<file path="config.mk">
export PLATFORM = sky130hd
export DESIGN_NAME = delay_ctrl_sequencer
export DESIGN_NICKNAME = d
export VERILOG_FILES = /design/src/rtl/delay_ctrl_sequencer.sv
export SDC_FILE = /design/constraint.sdc
export NUM_CORES = 1
export LEC_CHECK = 0
export ABC_AREA = 1
export CAP_MARGIN = 20
export CORE_ASPECT_RATIO = 1.75
export CORE_MARGIN = 4
export CORE_UTILIZATION = 44
export DETAILED_ROUTE_END_ITERATION = 12
export HOLD_SLACK_MARGIN = 0.02
export PLACE_DENSITY = 0.62
export SETUP_SLACK_MARGIN = 0.3
export SLEW_MARGIN = 20
export SYNTH_ARGS = -nofsm -noshare
export SYNTH_HDL_FRONTEND = slang
export SYNTH_SLANG_ARGS = --single-unit
</file>
<file path="constraint.sdc">
create_clock -name clk_clk -period 2.35 [get_ports clk_clk]
set_input_delay 0.5875 -clock clk_clk [delete_from_list [all_inputs] [get_ports clk_clk]]
set_output_delay 0.5875 -clock clk_clk [all_outputs]
set_load 0.005 [all_outputs]
</file>
<file path="src/rtl/delay_ctrl_sequencer.sv">
// Debounced faster/slower push-buttons with press-and-hold auto-repeat drive a saturating 8-bit delay.
// Press-to-pulse latency is DEBOUNCE_CYCLES+3 cycles; a software load overrides a coincident step.
module delay_ctrl_sequencer #(
  parameter int DEBOUNCE_CYCLES = 50000,
  parameter int REPEAT_DELAY    = 25000000,
  parameter int REPEAT_RATE     = 5000000,
  parameter int STEP            = 1,
  parameter int DELAY_INIT      = 128,
  parameter int DELAY_MIN       = 0,
  parameter int DELAY_MAX       = 255
) (
  input  logic       clk_clk,
  input  logic       reset_reset_n,
  input  logic       btn_faster_n,
  input  logic       btn_slower_n,
  input  logic       load_valid,
  input  logic [7:0] load_value,
  output logic       delay_ctrl_faster,
  output logic       delay_ctrl_slower,
  output logic [7:0] delay_ctrl_delay,
  output logic       at_limit
);

  localparam int CW   = $clog2(DEBOUNCE_CYCLES + 1);
  localparam int TMAX = (REPEAT_DELAY > REPEAT_RATE) ? REPEAT_DELAY : REPEAT_RATE;
  localparam int TW   = $clog2(TMAX + 1);

  localparam logic [CW-1:0] CNT_LAST = CW'(DEBOUNCE_CYCLES - 1);
  localparam logic [TW-1:0] T_DELAY  = TW'(REPEAT_DELAY);
  localparam logic [TW-1:0] T_RATE   = TW'(REPEAT_RATE);
  localparam logic [TW-1:0] T_ONE    = TW'(1);
  localparam logic [8:0]    STEP9    = 9'(STEP);
  localparam logic [8:0]    MIN9     = 9'(DELAY_MIN);
  localparam logic [8:0]    MAX9     = 9'(DELAY_MAX);
  localparam logic [7:0]    MIN8     = 8'(DELAY_MIN);
  localparam logic [7:0]    MAX8     = 8'(DELAY_MAX);
  localparam logic [7:0]    INIT8    = 8'(DELAY_INIT);

  // Bit 0 is the faster button, bit 1 the slower button; all levels active-low.
  logic [1:0]    raw;
  logic [1:0]    sync1;
  logic [1:0]    sync2;
  logic [1:0]    deb;
  logic [CW-1:0] cnt [2];

  assign raw = {btn_slower_n, btn_faster_n};

  always_ff @(posedge clk_clk or negedge reset_reset_n) begin
    if (!reset_reset_n) begin
      sync1  <= 2'b11;
      sync2  <= 2'b11;
      deb    <= 2'b11;
      cnt[0] <= '0;
      cnt[1] <= '0;
    end else begin
      sync1 <= raw;
      sync2 <= sync1;
      for (int i = 0; i < 2; i++) begin
        if (sync2[i] == deb[i]) begin
          cnt[i] <= '0;
        end else if (cnt[i] == CNT_LAST) begin
          deb[i] <= sync2[i];
          cnt[i] <= '0;
        end else begin
          cnt[i] <= cnt[i] + 1'b1;
        end
      end
    end
  end

  typedef enum logic [1:0] {IDLE, HOLD, REPEAT, LOCK} state_t;

  state_t        state;
  logic          dir;       // 1 = slower (increase), 0 = faster (decrease)
  logic [TW-1:0] timer;
  logic          step_req;
  logic          press_f;
  logic          press_s;
  logic          press_held;
  logic          press_other;

  assign press_f     = ~deb[0];
  assign press_s     = ~deb[1];
  assign press_held  = dir ? press_s : press_f;
  assign press_other = dir ? press_f : press_s;

  // Release outranks a conflicting press, which outranks a timer expiry.
  always_ff @(posedge clk_clk or negedge reset_reset_n) begin
    if (!reset_reset_n) begin
      state    <= IDLE;
      dir      <= 1'b0;
      timer    <= '0;
      step_req <= 1'b0;
    end else begin
      step_req <= 1'b0;
      case (state)
        IDLE: begin
          if (press_f && press_s) begin
            state <= LOCK;
          end else if (press_f || press_s) begin
            dir      <= press_s;
            step_req <= 1'b1;
            timer    <= T_DELAY;
            state    <= HOLD;
          end
        end
        HOLD, REPEAT: begin
          if (!press_held) begin
            state <= IDLE;
          end else if (press_other) begin
            state <= LOCK;
          end else if (timer == T_ONE) begin
            step_req <= 1'b1;
            timer    <= T_RATE;
            state    <= REPEAT;
          end else begin
            timer <= timer - T_ONE;
          end
        end
        LOCK: begin
          if (!press_f && !press_s) state <= IDLE;
        end
        default: state <= IDLE;
      endcase
    end
  end

  logic [8:0] cur9;
  logic [7:0] dec8;
  logic [7:0] inc8;
  logic [7:0] load8;

  // Nine-bit sums keep the saturation compares free of wrap-around.
  always_comb begin
    cur9  = {1'b0, delay_ctrl_delay};
    dec8  = (cur9 < MIN9 + STEP9) ? MIN8 : 8'(cur9 - STEP9);
    inc8  = (cur9 + STEP9 > MAX9) ? MAX8 : 8'(cur9 + STEP9);
    load8 = load_value;
    if (load_value < MIN8) begin
      load8 = MIN8;
    end else if (load_value > MAX8) begin
      load8 = MAX8;
    end
  end

  always_ff @(posedge clk_clk or negedge reset_reset_n) begin
    if (!reset_reset_n) begin
      delay_ctrl_delay  <= INIT8;
      delay_ctrl_faster <= 1'b0;
      delay_ctrl_slower <= 1'b0;
    end else begin
      delay_ctrl_faster <= 1'b0;
      delay_ctrl_slower <= 1'b0;
      if (load_valid) begin
        delay_ctrl_delay <= load8;
      end else if (step_req) begin
        if (dir) begin
          delay_ctrl_delay  <= inc8;
          delay_ctrl_slower <= (inc8 != delay_ctrl_delay);
        end else begin
          delay_ctrl_delay  <= dec8;
          delay_ctrl_faster <= (dec8 != delay_ctrl_delay);
        end
      end
    end
  end

  assign at_limit = (delay_ctrl_delay == MIN8) || (delay_ctrl_delay == MAX8);

endmodule

</file>
# [Word-level counts from Yosys, hierarchy flattened]
# Index checks and enable logic that the tools add are counted.
[word_totals] regBits=77 latch_bits=0 mem_bits_rw=0 rom_bits=0 elab_cells=97 memories=0
[op_classes] n_addsub=5 n_mul=0 div=0 magnitude_cmp=4 n_eq_ne=18 n_shift=0 n_mux=38 n_bitwise=5 reduce_logical=14
[ops] op="2-to-1 mux 25 bit" n=5
[ops] op="2-to-1 mux 16 bit" n=4
[ops] op="2-to-1 mux 8 bit" n=7
[ops] op="case mux 25 bit (2 select lines)" n=1
[ops] op="adder 16 x 1 -> 16 bit (second input constant)" n=2
[ops] op="== test 16 bit (second input constant)" n=2
[ops] op="== test 25 x 1 -> 1 bit (second input constant)" n=1
[ops] op="subtractor 25 x 1 -> 25 bit (second input constant)" n=1
[ops] op="< comparator 8 x 1 -> 1 bit (second input constant)" n=2
[ops] op="inequality test 8 bit" n=2
[ops] op="2-to-1 mux 1 bit" n=13
[ops] op="2-to-1 mux 2 bit" n=6
[ops] op="inequality test 2 bit (second input constant)" n=5
[ops] op="adder 8 x 1 -> 9 bit (second input constant)" n=1
[ops] op="> comparator 9 x 8 -> 1 bit (second input constant)" n=1
[ops] op="== test 8 bit (second input constant)" n=1
[ops] op="> comparator 8 bit (second input constant)" n=1
[ops] op="logical NOT 8 bit" n=1
[ops] op="subtractor 8 x 1 -> 8 bit (second input constant)" n=1
[ops] op="case mux 2 bit (3 select lines)" n=1
[ops] op="AND reduction 3 bit" n=2
[ops] op="inverter 1 bit" n=5
[ops] op="AND reduction 5 bit" n=1
[ops] op="== test 2 bit (second input constant)" n=2
[ops] op="11 further kinds" n=16

# [Depth between registers and ports, before layout]
[logic_depth] ltp_word=7 mapped_depth=14

# [Least setup slack after synthesis]
# Ideal clock, no wire load.
[synth_path] kind="reg-to-reg" from="reg deb[1]" to="reg timer[4]" setup_time_ps=122 arrival_time_ps=1812 required_time_ps=2228 setup_slack_ps=416 path_stages_with_launch=11 path_buffers=0 synth_period_minus_slack_ps=1934 path_cell_list="dfstp_2 -> inv_1 -> ha_1 -> o21ai_0 -> o21ai_4 -> nor2_8 -> inv_4 -> a21oi_4 -> inv_2 -> nand2_1 -> nor2_1"
[synth_between] elab_chain_len=4
[synth_lines] element="start, declared" line_no="43" text="logic [1:0] deb;"
[synth_lines] element="start signal, assigned by index" line_no="62" text="deb[i] <= sync2[i];"
[synth_lines] element="inverter 1 bit (*)" line_no="83" text="assign press_s = ~deb[1];"
[synth_lines] element="named net press_s" line_no="78" text="logic press_s;"
[synth_lines] element="2-to-1 mux 1 bit, or another cell as far along" line_no="85" text="assign press_other = dir ? press_f : press_s;"
[synth_lines] element="inequality test 2 bit (no line)"
[synth_lines] element="AND reduction 5 bit (no line) (*)"
[synth_lines] element="end signal, assigned" line_no="117" text="timer <= timer - T_ONE;"
[synth_lines] element="end, declared" line_no="75" text="logic [TW-1:0] timer;"
# The timed path passes the listed nets; every way through them passes the cells marked *.
# A chain may end at the register's enable or synchronous reset.

# [Final worst setup path]
[layout_path] from="reg delay_ctrl_delay[0]" to="reg delay_ctrl_slower"
[layout_between] elab_chain_len=7
[layout_lines] element="start, declared" line_no="20" text="output logic [7:0] delay_ctrl_delay,"
[layout_lines] element="start signal, assigned" line_no="155" text="delay_ctrl_delay <= load8;"
[layout_lines] element="start signal, assigned" line_no="158" text="delay_ctrl_delay <= inc8;"
[layout_lines] element="adder 8 x 1 -> 9 bit" line_no="137" text="inc8 = (cur9 + STEP9 > MAX9) ? MAX8 : 8'(cur9 + STEP9);"
[layout_lines] element="> comparator 9 x 8 -> 1 bit" line_no="137"
[layout_lines] element="2-to-1 mux 8 bit" line_no="137"
[layout_lines] element="inequality test 8 bit (*)" line_no="159" text="delay_ctrl_slower <= (inc8 != delay_ctrl_delay);"
[layout_lines] element="2-to-1 mux 1 bit (*)" line_no="157" text="if (dir) begin"
[layout_lines] element="2-to-1 mux 1 bit (*)" line_no="156" text="end else if (step_req) begin"
[layout_lines] element="2-to-1 mux 1 bit (*)" line_no="154" text="if (load_valid) begin"
[layout_lines] element="end signal, assigned" line_no="159"
[layout_lines] element="end, declared" line_no="19" text="output logic delay_ctrl_slower,"
# Mark *: on every way between the ends. The rest lies on a longest branch, timed or not.

==> impl_metrics.ini <==
[status]
status = finished clean

[cts]
cts.sinks = 77
numCtsBuffers = 9
cts_root_buf = clkbuf_16
cts_max_level = 3
path_clk_slew_ns = 0.06
clockBufferDepth = 2
cts_tree = done
clock_latency_ns = 0.34

[cells_and_area]
fillers = 967
final_nets = 714
multiInputGateArea_um2 = 2496
drive_gt1_share_pct = 15.46
antenna_cells = 0
final_util_pct = 55.35
final_cell_count_no_fill = 819
syn_to_final_growth_pct = 22.05
register_area_um2 = 1936
final_area_um2 = 5769

[worst_setup_path]
reg2reg_slack_ns = 0.16
cpPeakStageDelay_ns = 0.35
timing.rr.end = delay_ctrl_slower
startpoint_type = flip-flop
rr_startpoint = delay_ctrl_delay[0]
critPathCaptureType = flip-flop
critPathLaunch = delay_ctrl_delay[0]
worstPathCellList = ha_2 -> nand2_2 -> inv_2 -> nand2_4 -> nor3_4 -> inv_2 -> buf_6 -> buf_6 -> buf_6 -> buf_6 -> buf_6 -> buf_6 -> buf_6 -> buf_6 -> o311ai_4 -> inv_1
cp_max_fo = 5
worstRegToRegCells = 16
cpMostUsedCell = buf_6
critPathCapture = delay_ctrl_slower
crit_arrival_ns = 2.41
slowest_stage = dfrtp_1
worstSetupPathType = reg -> reg
worstPathRequired_ns = 2.57

[die]
pin_count = 24
placementRows = 49
die_width_um = 86.35
die_area_um2 = 12530
core_um2 = 10420
dieHeight_um = 145.1
initial_core_util_pct = 45.35

[logic_synthesis]
synthDominantCellAreaShare_pct = 37.06
synthArstFlopShare_pct = 100.0
yosysWarnings = 0
ys_ff_latch = 77
synthTopCellsByArea = dfrtp_1, nand2_1, nor2_1, inv_1, nand3_1
synth_top_area_cell = dfrtp_1
synth.net_count = 653
synth_area_per_cell_um2 = 7.551
synth_commonest_cells = nand2_1, nor2_1, inv_1, dfrtp_1, nand3_1
synth_edf_count = 0
syn_inst = 626
yosysSeqAreaShare_pct = 40.95
yosysUniqueCellTypes = 50
ys.flop_type = dfrtp_1
yosysMostFrequentCell = nand2_1
netlist_area_um2 = 4727

[placed_design]
place_area_um2 = 5219
gp_congestion = 0.9662
dp_hpwl_um = 8587
port_buffers = 23
dp.cells = 787

[route]
postRouteAntennaNets = 0
wl_per_cell_um = 14.24
wl_um = 11660
vias = 4312
vias_per_cell = 5.265
drtIter0Drc = 167
drtPass1Iterations = 4
route.detailed.drc = 0

[timing]
period_needed_ns = 2.189
tightest_slew_ns = 0.5745
fmax_mhz = 456.9
max-slew-margin-rel_pct = 61.35
setup_viol = 0
final_max_slew_viol_count = 0
rsz0062_at_grt = yes
finClkSkew_ns = 0.008473
finalCritPeriodShare_pct = 93.14
setup-tns-final_ns = 0
hold_violations = 0

[global_routing]
first_global_vias = 4309
grt_overflow = 0
track_usage_pct = 19.24
antenna_found_initial = 0
grt_max_degree = 44
grt_pass1_wl_um = 19440

[job]
max_cap_violations = 0

[power_and_ir_drop]
power.leakage_nw = 2.759
power_density_nw_per_um2 = 566.3
ir_worst_vdd_mv = 0.4836

[min_path]
hold_path_class = in -> async
[where the power goes]
| group | leakage, nW | switching [W] | internal, W |
|---|---|---|---|
| Combinational | 1.58 | 0.000216 | 0.000157 |
| Clock | 0.156 | 0.000574 | 0.000935 |
| Sequential | 1.02 | 0.0000244 | 0.00136 |
[kinds of logic (layout without fill, tap and decap cells)]
kind of cell | after synthesis | count (layout) | share of synthesized area (%)
AOI/OAI and AO/OA | 62 | 62 | 8.020
xor gates and xnor gates | 24 | 24 | 4.447
adders and majority gates | 14 | 14 | 3.706
buffers and inverters | 94 | 160 | 7.703
DFF | 77 | 77 | 40.95
muxes | 2 | 2 | 0.4764
and+or+nand+nor | 353 | 353 | 34.70
[state kept, by name (all words and copies together) (netlist names)]
signal / flops
cnt: 32
dir: 1
step_req: 1
delay_ctrl_slower: 1
delay_ctrl_delay: 8
timer: 25
sync2: 2
deb: 2
state: 2
sync1: 2
delay_ctrl_faster: 1
[metrics by stage]
step	total power, W	hold WS, ns	setup slack (ns)
3_3_place_gp	0.001758	0.3496	0.1092
3_5_place_dp	0.001759	0.3522	0.08500
2_1_floorplan	0.001584	0.2919	0.4163
4_1_cts	0.003289	0.2166	0.09431
6_report	0.003267	0.2031	0.1613
5_1_grt	0.003401	0.2288	0.06376
[layout by cell type, fill, tap and decap left out, drive strengths merged, types with 2 or more instances in the layout]
master	Yosys	routed
inv	89	90
nand4	13	13
dfrtp	70	70
xnor2	4	4
nor3	20	20
a22oi	4	4
nor4	9	9
or2	8	8
buf	2	34
bufinv	0	2
nand2	129	129
clkinv	0	3
a21oi	14	14
nor2	111	111
nand3	46	46
nor3b	12	12
o22ai	3	3
clkdlybuf4s50	0	21
clkbuf	3	9
ha	14	14
o21bai	2	2
nor4b	2	2
mux2	2	2
dfstp	7	7
xor2	20	20
o21ai	31	31
[cell type report]
class                      instances  area share, %
sequential                        77          33.55
tap                              127          2.754
clock inverter                     7          1.713
inverter                          89          5.834
clock buffer                       9          3.904
multi-input combinational        455          43.27
timing repair buffer              55          8.979
[how the worst min path moves through the flow]
stage                                    to  slack [ns]  cells past startpoint
after detailed placement           sync2[0]        0.35                      0
final                     delay_ctrl_faster        0.20                      1
after global placement             sync2[0]        0.35                      0
after floorplan                      cnt[0]        0.29                      0
after global routing      delay_ctrl_faster        0.23                      1
after CTS                 delay_ctrl_faster        0.22                      1
[routing by layer]
metal	routed length [um]	track usage (%)
met5	0	0
met4	584	11.23
met3	368	3.460
met2	6156	34.32
met1	4553	20.48
[worst max-delay path, delay by kind of cell (launching register included)]
family / cells / cell delay [ns]
adders and majority gates: 1 / 0.19
DFF: 1 / 0.35
buffers and inverters: 11 / 1.04
AOI/OAI and AO/OA: 1 / 0.20
and+or+nand+nor: 3 / 0.27
[timing repair]
action                                  4_1_cts  5_1_grt
hold buffers                                  0        0
pin swaps                                     3        5
endpoints found under the setup margin       13       20
setup buffers                                11        5
gates resized for setup                      23       12
(Power assumes the default switching activity.)
